## src/rtl/car_pos_ctrl.sv

```systemverilog
// Player-car horizontal position controller: synchronised buttons, move FSM, tick divider,
// road-edge clamp with latched collision. Optional step acceleration under `CAR_ACCEL_EN`.
module car_pos_ctrl #(
    parameter int X_W         = 10,
    parameter int ROAD_LEFT   = 234,
    parameter int ROAD_RIGHT  = 400,
    parameter int CAR_W       = 14,
    parameter int X_INIT      = 300,
    parameter int STEP        = 1,
    parameter int MOVE_DIV    = 1000000,
    parameter int DIV_W       = 24,
    parameter int ACCEL_TICKS = 16,
    parameter int STEP_MAX    = 8
) (
    input  logic           clk,
    input  logic           BTNC,
    input  logic           BTNL,
    input  logic           BTNR,
    output logic [X_W-1:0] car_x,
    output logic           collided,
    output logic [1:0]     move_dir,
    output logic           step_tick
);
    // Encoding doubles as the move_dir output value.
    typedef enum logic [1:0] {
        S_IDLE  = 2'b00,
        S_LEFT  = 2'b01,
        S_RIGHT = 2'b10,
        S_CRASH = 2'b11
    } state_t;

    localparam logic [X_W:0]     RL       = (X_W+1)'(ROAD_LEFT);
    localparam logic [X_W:0]     RR       = (X_W+1)'(ROAD_RIGHT);
    localparam logic [X_W:0]     CW       = (X_W+1)'(CAR_W);
    localparam logic [X_W-1:0]   RL_X     = X_W'(ROAD_LEFT);
    localparam logic [X_W-1:0]   RC_X     = X_W'(ROAD_RIGHT - CAR_W);
    localparam logic [X_W-1:0]   INIT_X   = X_W'(X_INIT);
    localparam logic [DIV_W-1:0] DIV_LAST = DIV_W'(MOVE_DIV - 1);

    logic           l_s1_q, l_s2_q, r_s1_q, r_s2_q;
    state_t         state_q, state_d, want;
    logic [DIV_W-1:0] div_q, div_d;
    logic [X_W-1:0] x_q, x_d;
    logic           coll_q, coll_d;
    logic           tick_q, tick_d;
    logic           move_tick, moving;
    logic [X_W:0]   x_left, x_right, step;

    always_ff @(posedge clk or posedge BTNC) begin
        if (BTNC) begin
            l_s1_q <= 1'b0;
            l_s2_q <= 1'b0;
            r_s1_q <= 1'b0;
            r_s2_q <= 1'b0;
        end else begin
            l_s1_q <= BTNL;
            l_s2_q <= l_s1_q;
            r_s1_q <= BTNR;
            r_s2_q <= r_s1_q;
        end
    end

    always_comb begin
        want = S_IDLE;
        if (l_s2_q && !r_s2_q)      want = S_LEFT;
        else if (r_s2_q && !l_s2_q) want = S_RIGHT;
    end

    always_comb begin
        state_d   = state_q;
        div_d     = '0;
        x_d       = x_q;
        coll_d    = coll_q;
        tick_d    = 1'b0;
        moving    = (state_q == S_LEFT) || (state_q == S_RIGHT);
        move_tick = moving && (div_q == DIV_LAST);
        x_left    = {1'b0, x_q} - step;
        x_right   = {1'b0, x_q} + step;
        if (state_q != S_CRASH) state_d = want;
        if (move_tick) begin
            tick_d = 1'b1;
            if (state_q == S_LEFT) begin
                // Guard the subtraction so a large step cannot wrap past zero.
                if (({1'b0, x_q} >= step) && (x_left >= RL)) begin
                    x_d = x_left[X_W-1:0];
                end else begin
                    x_d     = RL_X;
                    coll_d  = 1'b1;
                    state_d = S_CRASH;
                end
            end else begin
                if ((x_right + CW) <= RR) begin
                    x_d = x_right[X_W-1:0];
                end else begin
                    x_d     = RC_X;
                    coll_d  = 1'b1;
                    state_d = S_CRASH;
                end
            end
        end
        // Any state change (including a direction flip) restarts the interval.
        if (moving && (state_d == state_q))
            div_d = move_tick ? '0 : div_q + DIV_W'(1);
    end

`ifdef CAR_ACCEL_EN
    localparam int           ACC_W    = (ACCEL_TICKS > 1) ? $clog2(ACCEL_TICKS) : 1;
    localparam logic [ACC_W-1:0] ACC_LAST = ACC_W'(ACCEL_TICKS - 1);
    localparam logic [X_W:0] STEP_B   = (X_W+1)'(STEP);
    localparam logic [X_W:0] SMAX_B   = (X_W+1)'(STEP_MAX);

    logic [X_W:0]     step_q, step_d, step_dbl;
    logic [ACC_W-1:0] acc_q, acc_d;

    always_comb begin
        step_d   = step_q;
        acc_d    = acc_q;
        step_dbl = {step_q[X_W-1:0], 1'b0};
        if (!moving || (state_d != state_q)) begin
            step_d = STEP_B;
            acc_d  = '0;
        end else if (move_tick) begin
            if (acc_q == ACC_LAST) begin
                acc_d  = '0;
                step_d = (step_dbl > SMAX_B) ? SMAX_B : step_dbl;
            end else begin
                acc_d = acc_q + ACC_W'(1);
            end
        end
    end

    always_ff @(posedge clk or posedge BTNC) begin
        if (BTNC) begin
            step_q <= STEP_B;
            acc_q  <= '0;
        end else begin
            step_q <= step_d;
            acc_q  <= acc_d;
        end
    end

    assign step = step_q;
`else
    assign step = (X_W+1)'(STEP);
`endif

    always_ff @(posedge clk or posedge BTNC) begin
        if (BTNC) begin
            state_q <= S_IDLE;
            div_q   <= '0;
            x_q     <= INIT_X;
            coll_q  <= 1'b0;
            tick_q  <= 1'b0;
        end else begin
            state_q <= state_d;
            div_q   <= div_d;
            x_q     <= x_d;
            coll_q  <= coll_d;
            tick_q  <= tick_d;
        end
    end

    assign car_x     = x_q;
    assign collided  = coll_q;
    assign move_dir  = state_q;
    assign step_tick = tick_q;
endmodule

```

## config.mk

```make
export PLATFORM = sky130hd
export DESIGN_NAME = car_pos_ctrl
export DESIGN_NICKNAME = d
export VERILOG_FILES = /design/src/rtl/car_pos_ctrl.sv
export SDC_FILE = /design/constraint.sdc
export NUM_CORES = 1
export LEC_CHECK = 0
export CAP_MARGIN = 30
export CORE_ASPECT_RATIO = 0.6
export CORE_MARGIN = 3
export CORE_UTILIZATION = 60
export CTS_CLUSTER_SIZE = 20
export DETAILED_ROUTE_END_ITERATION = 8
export GPL_ROUTABILITY_DRIVEN = 0
export GPL_TIMING_DRIVEN = 0
export HOLD_SLACK_MARGIN = 0.03
export PLACE_DENSITY = 0.88
export REMOVE_ABC_BUFFERS = 1
export SYNTH_ARGS = -nofsm -noshare
export SYNTH_HDL_FRONTEND = slang
export SYNTH_SLANG_ARGS = --single-unit
```

## constraint.sdc

```tcl
create_clock -name clk -period 5.6 [get_ports clk]
set_input_delay 1.12 -clock clk [delete_from_list [all_inputs] [get_ports clk]]
set_output_delay 1.12 -clock clk [all_outputs]
set_load 0.05 [all_outputs]
```

======== Yosys cells after proc, flatten, opt, wreduce, memory -nomap -nowiden ========
Index checks and enable logic that the tools add are counted.
cells by class
  muxes and demuxes ....................... 16
  divide/modulo/power cells ............... 0
  order comparisons ....................... 3
  bitwise operators ....................... 0
  shifts and indexed selects .............. 0
  eq/ne operators ......................... 7
  $mul .................................... 0
  reduce and logical (&&, ||, !) cells .... 9
  add/sub/neg operators ................... 4
operator list
  operator                                                            count
  2-to-1 mux 24 bit                                                   2
  2-to-1 mux 10 bit                                                   3
  adder 24 x 1 -> 24 bit, second input constant                       1
  == test 24 x 20 -> 1 bit, second input constant                     1
  2-to-1 mux 2 bit                                                    7
  adder 10 x 1 -> 11 bit, second input constant                       1
  adder 11 x 4 -> 11 bit, second input constant                       1
  greater-or-equal comparator 11 x 8 -> 1 bit, second input constant  1
  less-or-equal comparator 11 x 9 -> 1 bit, second input constant     1
  subtractor 10 x 1 -> 11 bit, second input constant                  1
  greater-or-equal comparator 10 x 1 -> 1 bit, second input constant  1
  inequality test 2 bit, second input constant                        3
  logical AND 1 bit                                                   5
  2-to-1 mux 1 bit                                                    4
  AND reduction 3 bit                                                 1
  == test 2 x 1 -> 1 bit, second input constant                       1
  == test 2 bit                                                       1
  == test 2 bit, second input constant                                1
  logical NOT 1 bit                                                   2
  logical OR 1 bit                                                    1
word-level totals
  output and inout port bits .............. 14
  ROM bits ................................ 0
  logic and storage cells ................. 48
  register bits ........................... 42
  memories ................................ 0
  latch bits .............................. 0
  input bits .............................. 4
  bits in writable memories ............... 0

======== Depth between registers and ports, before layout ========
  depth in word-level cells ............... 11
  mapped depth ............................ 14
  mapped depth without buffers ............ 12

======== Worst setup path before layout ========
Ideal clock, no wire load.
  path kind ............................... reg2reg
  start ................................... reg x_q[0], in the netlist car_x[0]
  end ..................................... reg div_q[10]
  buffers on the path ..................... 2
  period minus slack after synthesis ...... 3.671 ns
  data required time ...................... 5.450 ns
  arrival ................................. 3.521 ns
  stages on the path, launching flop included .. 13
  slack ................................... 1.929 ns
  cell sequence ........................... dfrtp_1 buf_2 inv_1 ha_1 and3b_1 a31oi_1 or4_1 or4_1 o31a_1 nor3b_1 a311oi_4 buf_6 a211oi_2
on the way
  longest elaborated chain between the ends .. 9
  elaborated cells on any way between the ends .. 14
  classes of those cells .................. 3 x add/sub; 3 x order compare; 1 x eq/ne; 5 x mux; 2 x reduce/logical
ends and longest elaborated chain
  item                                                                                          line    source
  start, declared                                                                               43      logic [X_W-1:0] x_q, x_d;
  start signal, assigned                                                                        151     x_q <= INIT_X;
  start signal, assigned                                                                        157     x_q <= x_d;
  adder 10 x 1 -> 11 bit / subtractor 10 x 1 -> 11 bit (equally long branches)                  78, 77
  adder 11 x 4 -> 11 bit / greater-or-equal comparator 11 x 8 -> 1 bit (equally long branches)  92, 84
  less-or-equal comparator 11 x 9 -> 1 bit / logical AND 1 bit (equally long branches)          92, 84
  2-to-1 mux 2 bit, on equally long branches                                                    92, 84
  2-to-1 mux 2 bit *                                                                            82      if (state_q == S_LEFT) begin
  2-to-1 mux 2 bit *                                                                            80      if (move_tick) begin
  == test 2 bit *                                                                               102     if (moving && (state_d == state_q))
  logical AND 1 bit *                                                                           102
  2-to-1 mux 24 bit *                                                                           102
  via div_d[10]                                                                                 42      logic [DIV_W-1:0] div_q, div_d;
  end signal, assigned                                                                          156     div_q <= div_d;
  end, declared                                                                                 42
Mark *: on every way through the listed nets, which the timed path passes. The rest lies on a longest branch.
A chain may end at the register's enable or synchronous reset.

======== Worst setup path after layout ========
  start ................................... reg x_q[0], in the netlist car_x[0]
  end ..................................... reg div_q[23]
Same word-level chain as after synthesis.

==> flow_metrics.tcl <==
set metrics [dict create \
    finalHoldViolCount 0 \
    crit_fanout 21 \
    clk_latency_ps 300 \
    cts_tree "built" \
    multi_input_area_um2 1938 \
    n_fill_cell 388 \
    postCtsHoldBufs 0 \
    holdCritPathClass "reg2reg" \
    fp.coreArea_um2 4850 \
    cap_violations 0 \
    powerDensity_nw_per_um2 164.4 \
    worstSetupEndpointType "register" \
    reg2reg_to "div_q[23]$_DFF_PP0_" \
    synth.distinct_cells 68 \
    hold_path.startpoint "l_s1_q$_DFF_PP0_" \
    die_x_um 100.3 \
    max_slew_margin_pct 41.04 \
    path_clk_slew_ps 80 \
    hold_depth 0 \
    tns_ps 0 \
    fin_crit_ps 4592 \
    finalCritPeriodShare_pct 82.00 \
    gr-total-overflow 0 \
    drive_gt1_share_pct 11.11 \
    postRouteAntennaNets 0 \
    clockBufferDepth 2 \
    worstReg2RegStart "car_x[0]$_DFFE_PP0P_" \
    finalClockSkew_ps 5.104 \
    detail_route.wl_per_cell_um 18.46 \
    rsz0062_at_grt "false" \
    drtIter0Drc 312 \
    post_cts_buffers 0 \
    die_h_um 62.60 \
    root_buffer "clkbuf_8" \
    post-route-drc-count 0 \
    firstDrtPassIters 5 \
    synth_simple_gate_area_share_pct 26.33 \
    drv_slew 0 \
    irDropWorstVdd_uv 158.9 \
    port-buffer-count 17 \
    synth_compound_area_share_pct 22.11 \
    cts_made_buffers 5 \
    status "finished, final reports clean" \
    synth_edf_count 0 \
    grt_use_total_pct 25.04 \
    post_cts_resize_count 0 \
    antenna_found_initial 0 \
    grt_pass1_vias 2519 \
    finalSetupViolCount 0 \
    synth.area.mux_share_pct 0.3516 \
    netlist_area_um2 3203 \
    fmax_mhz 217.8 \
    pin_count 18 \
    tightest_slew_ps 884.4 \
    detailroute.via_count 2882 \
    synth_fa_ha_area_share_pct 3.516 \
    cts.sinks 42 \
    synth-xor-area-share_pct 8.203 \
    syn2layout_area_growth_pct 6.328 \
    ff2ff_path_depth 10 \
    rows 19 \
    yosysWarnings 0 \
    postSynth.asyncResetShare_pct 100.0 \
    synth-seq-area-share_pct 32.97 \
    wl_mm 7.810 \
    start_util_pct 66.05 \
    worst_hold_path.endpoint "l_s2_q$_DFF_PP0_" \
    vias_per_cell 6.813 \
    cp_data_arrival_time_ps 4720 \
    nNetsFinal 372 \
    diodes 0 \
    synth_top_family_by_area "simple AND/OR/NAND/NOR gates" \
    crit_type "reg2reg" \
    synth_top_flop_cell "dfrtp_1" \
    r2r_setup_slack_ps 1010 \
    grt_max_degree 43 \
    p_leak_nw 1.238 \
    dp_hpwl_mm 5.479 \
    syn_inst 362 \
    yosys_register_bits 42 \
    cp-start-kind "register" \
    required_ps 5730 \
    syn_avg_cell_area_um2 8.848 \
    register_area_um2 1056 \
    die_area_um2 6280 \
    fin_total_pwr_uw 559.9 \
    grt_pass1_wl_mm 12.65 \
    htree_num_levels 2 \
]
==> sequential cells by signal, summed over array words and instances (netlist names) <==
register   cells
div_q         24
car_x         10
move_dir       2
collided       1
l_s1_q         1
l_s2_q         1
r_s1_q         1
r_s2_q         1
step_tick      1
==> cell usage in the layout (no fill, tap or decap), types with 10 or more instances in the layout <==
| cell | n |
|---|---|
| nand4_1 | 10 |
| a211oi_2 | 10 |
| inv_1 | 13 |
| xnor2_1 | 16 |
| nand3_1 | 17 |
| and3_1 | 10 |
| clkdlybuf4s50_1 | 17 |
| dfrtp_1 | 38 |
| nand2_1 | 25 |
| nor3_1 | 13 |
| xor2_1 | 14 |
| o21ai_0 | 10 |
| nor2_1 | 28 |
==> worst max-delay path: stages (launching register included) <==
cell	delay [ps]
dfrtp_1	830
ha_1	610
and3_1	370
a32oi_1	240
a2111o_1	460
a211oi_1	240
a311o_1	210
a41oi_2	350
o31ai_2	780
buf_6	240
a211oi_1	90
==> cell usage after synthesis (all sizes together) (5+ instances only) <==
library cell	n	area (µm²)
a211oi	17	177.7
a21oi	9	45.04
a31oi	8	50.05
and3	10	62.56
buf	17	103.9
clkbuf	11	45.05
dfrtp	38	950.9
ha	9	112.6
inv	15	56.30
nand2	25	93.84
nand3	17	85.08
nand4	10	62.56
nor2	29	116.4
nor3	13	65.06
nor3b	6	45.04
nor4	5	43.79
o21ai	13	65.06
or3	5	31.28
xnor2	16	140.1
xor2	14	122.6
==> kinds of logic after synthesis <==
family,after synthesis
buffers and inverters,44
DFF,42
AOI/OAI and AO/OA,86
and+or+nand+nor,150
adders and majority gates,9
xor gates and xnor gates,30
muxes,1
==> metrics by stage <==
| step | area (µm²) | utilization, % | hold slack (ps) | setup WS [ps] | std cells |
|---|---|---|---|---|---|
| after floorplan | 3054 | - | 331.2 | 1529 | 334 |
| after global placement | 3303 | 68.11 | 331.3 | 890.9 | 414 |
| after detailed placement | 3314 | 68.34 | 334.7 | 1256 | 415 |
| after CTS | 3406 | 70.23 | 352.2 | 1199 | 423 |
| after global routing | 3406 | 70.23 | 373.4 | 887.5 | 423 |
| final | 3406 | 70.23 | 351.4 | 1008 | 423 |
==> worst max-delay path by stage <==
stage	from	endpoint	slack (ps)	cells past startpoint
floorplan	car_x[0]$_DFFE_PP0P_	div_q[23]$_DFF_PP0_	1530	9
global route	car_x[0]$_DFFE_PP0P_	div_q[23]$_DFF_PP0_	890	10
detailed placement	car_x[0]$_DFFE_PP0P_	div_q[23]$_DFF_PP0_	1260	10
CTS	car_x[0]$_DFFE_PP0P_	div_q[23]$_DFF_PP0_	1200	10
finish	car_x[0]$_DFFE_PP0P_	div_q[23]$_DFF_PP0_	1010	10
global placement	car_x[0]$_DFFE_PP0P_	div_q[2]$_DFF_PP0_	890	9
==> power breakdown <==
part | internal, mW | switching (mW)
combinational | 0.0138 | 0.0342
sequential | 0.307 | 0.00505
clock | 0.0994 | 0.101
==> routing by layer <==
metal / part of all wire, % / vias up / GRT usage (%)
met3: 11 / 22 / 7.358
li1: - / 1334 / -
met2: 41 / 165 / 33.25
met1: 47 / 1361 / 39.30
met5: 0 / - / 0
met4: 1.6 / 0 / 5.714
==> cell type report <==
type | count | area share, %
multi-input combinational | 276 | 56.91
sequential | 42 | 31.01
timing repair buffer | 18 | 5.327
clock buffer | 7 | 2.535
tap | 63 | 2.314
inverter | 16 | 1.763
clock inverter | 1 | 0.1470
Power figures use the tool's default switching activity.
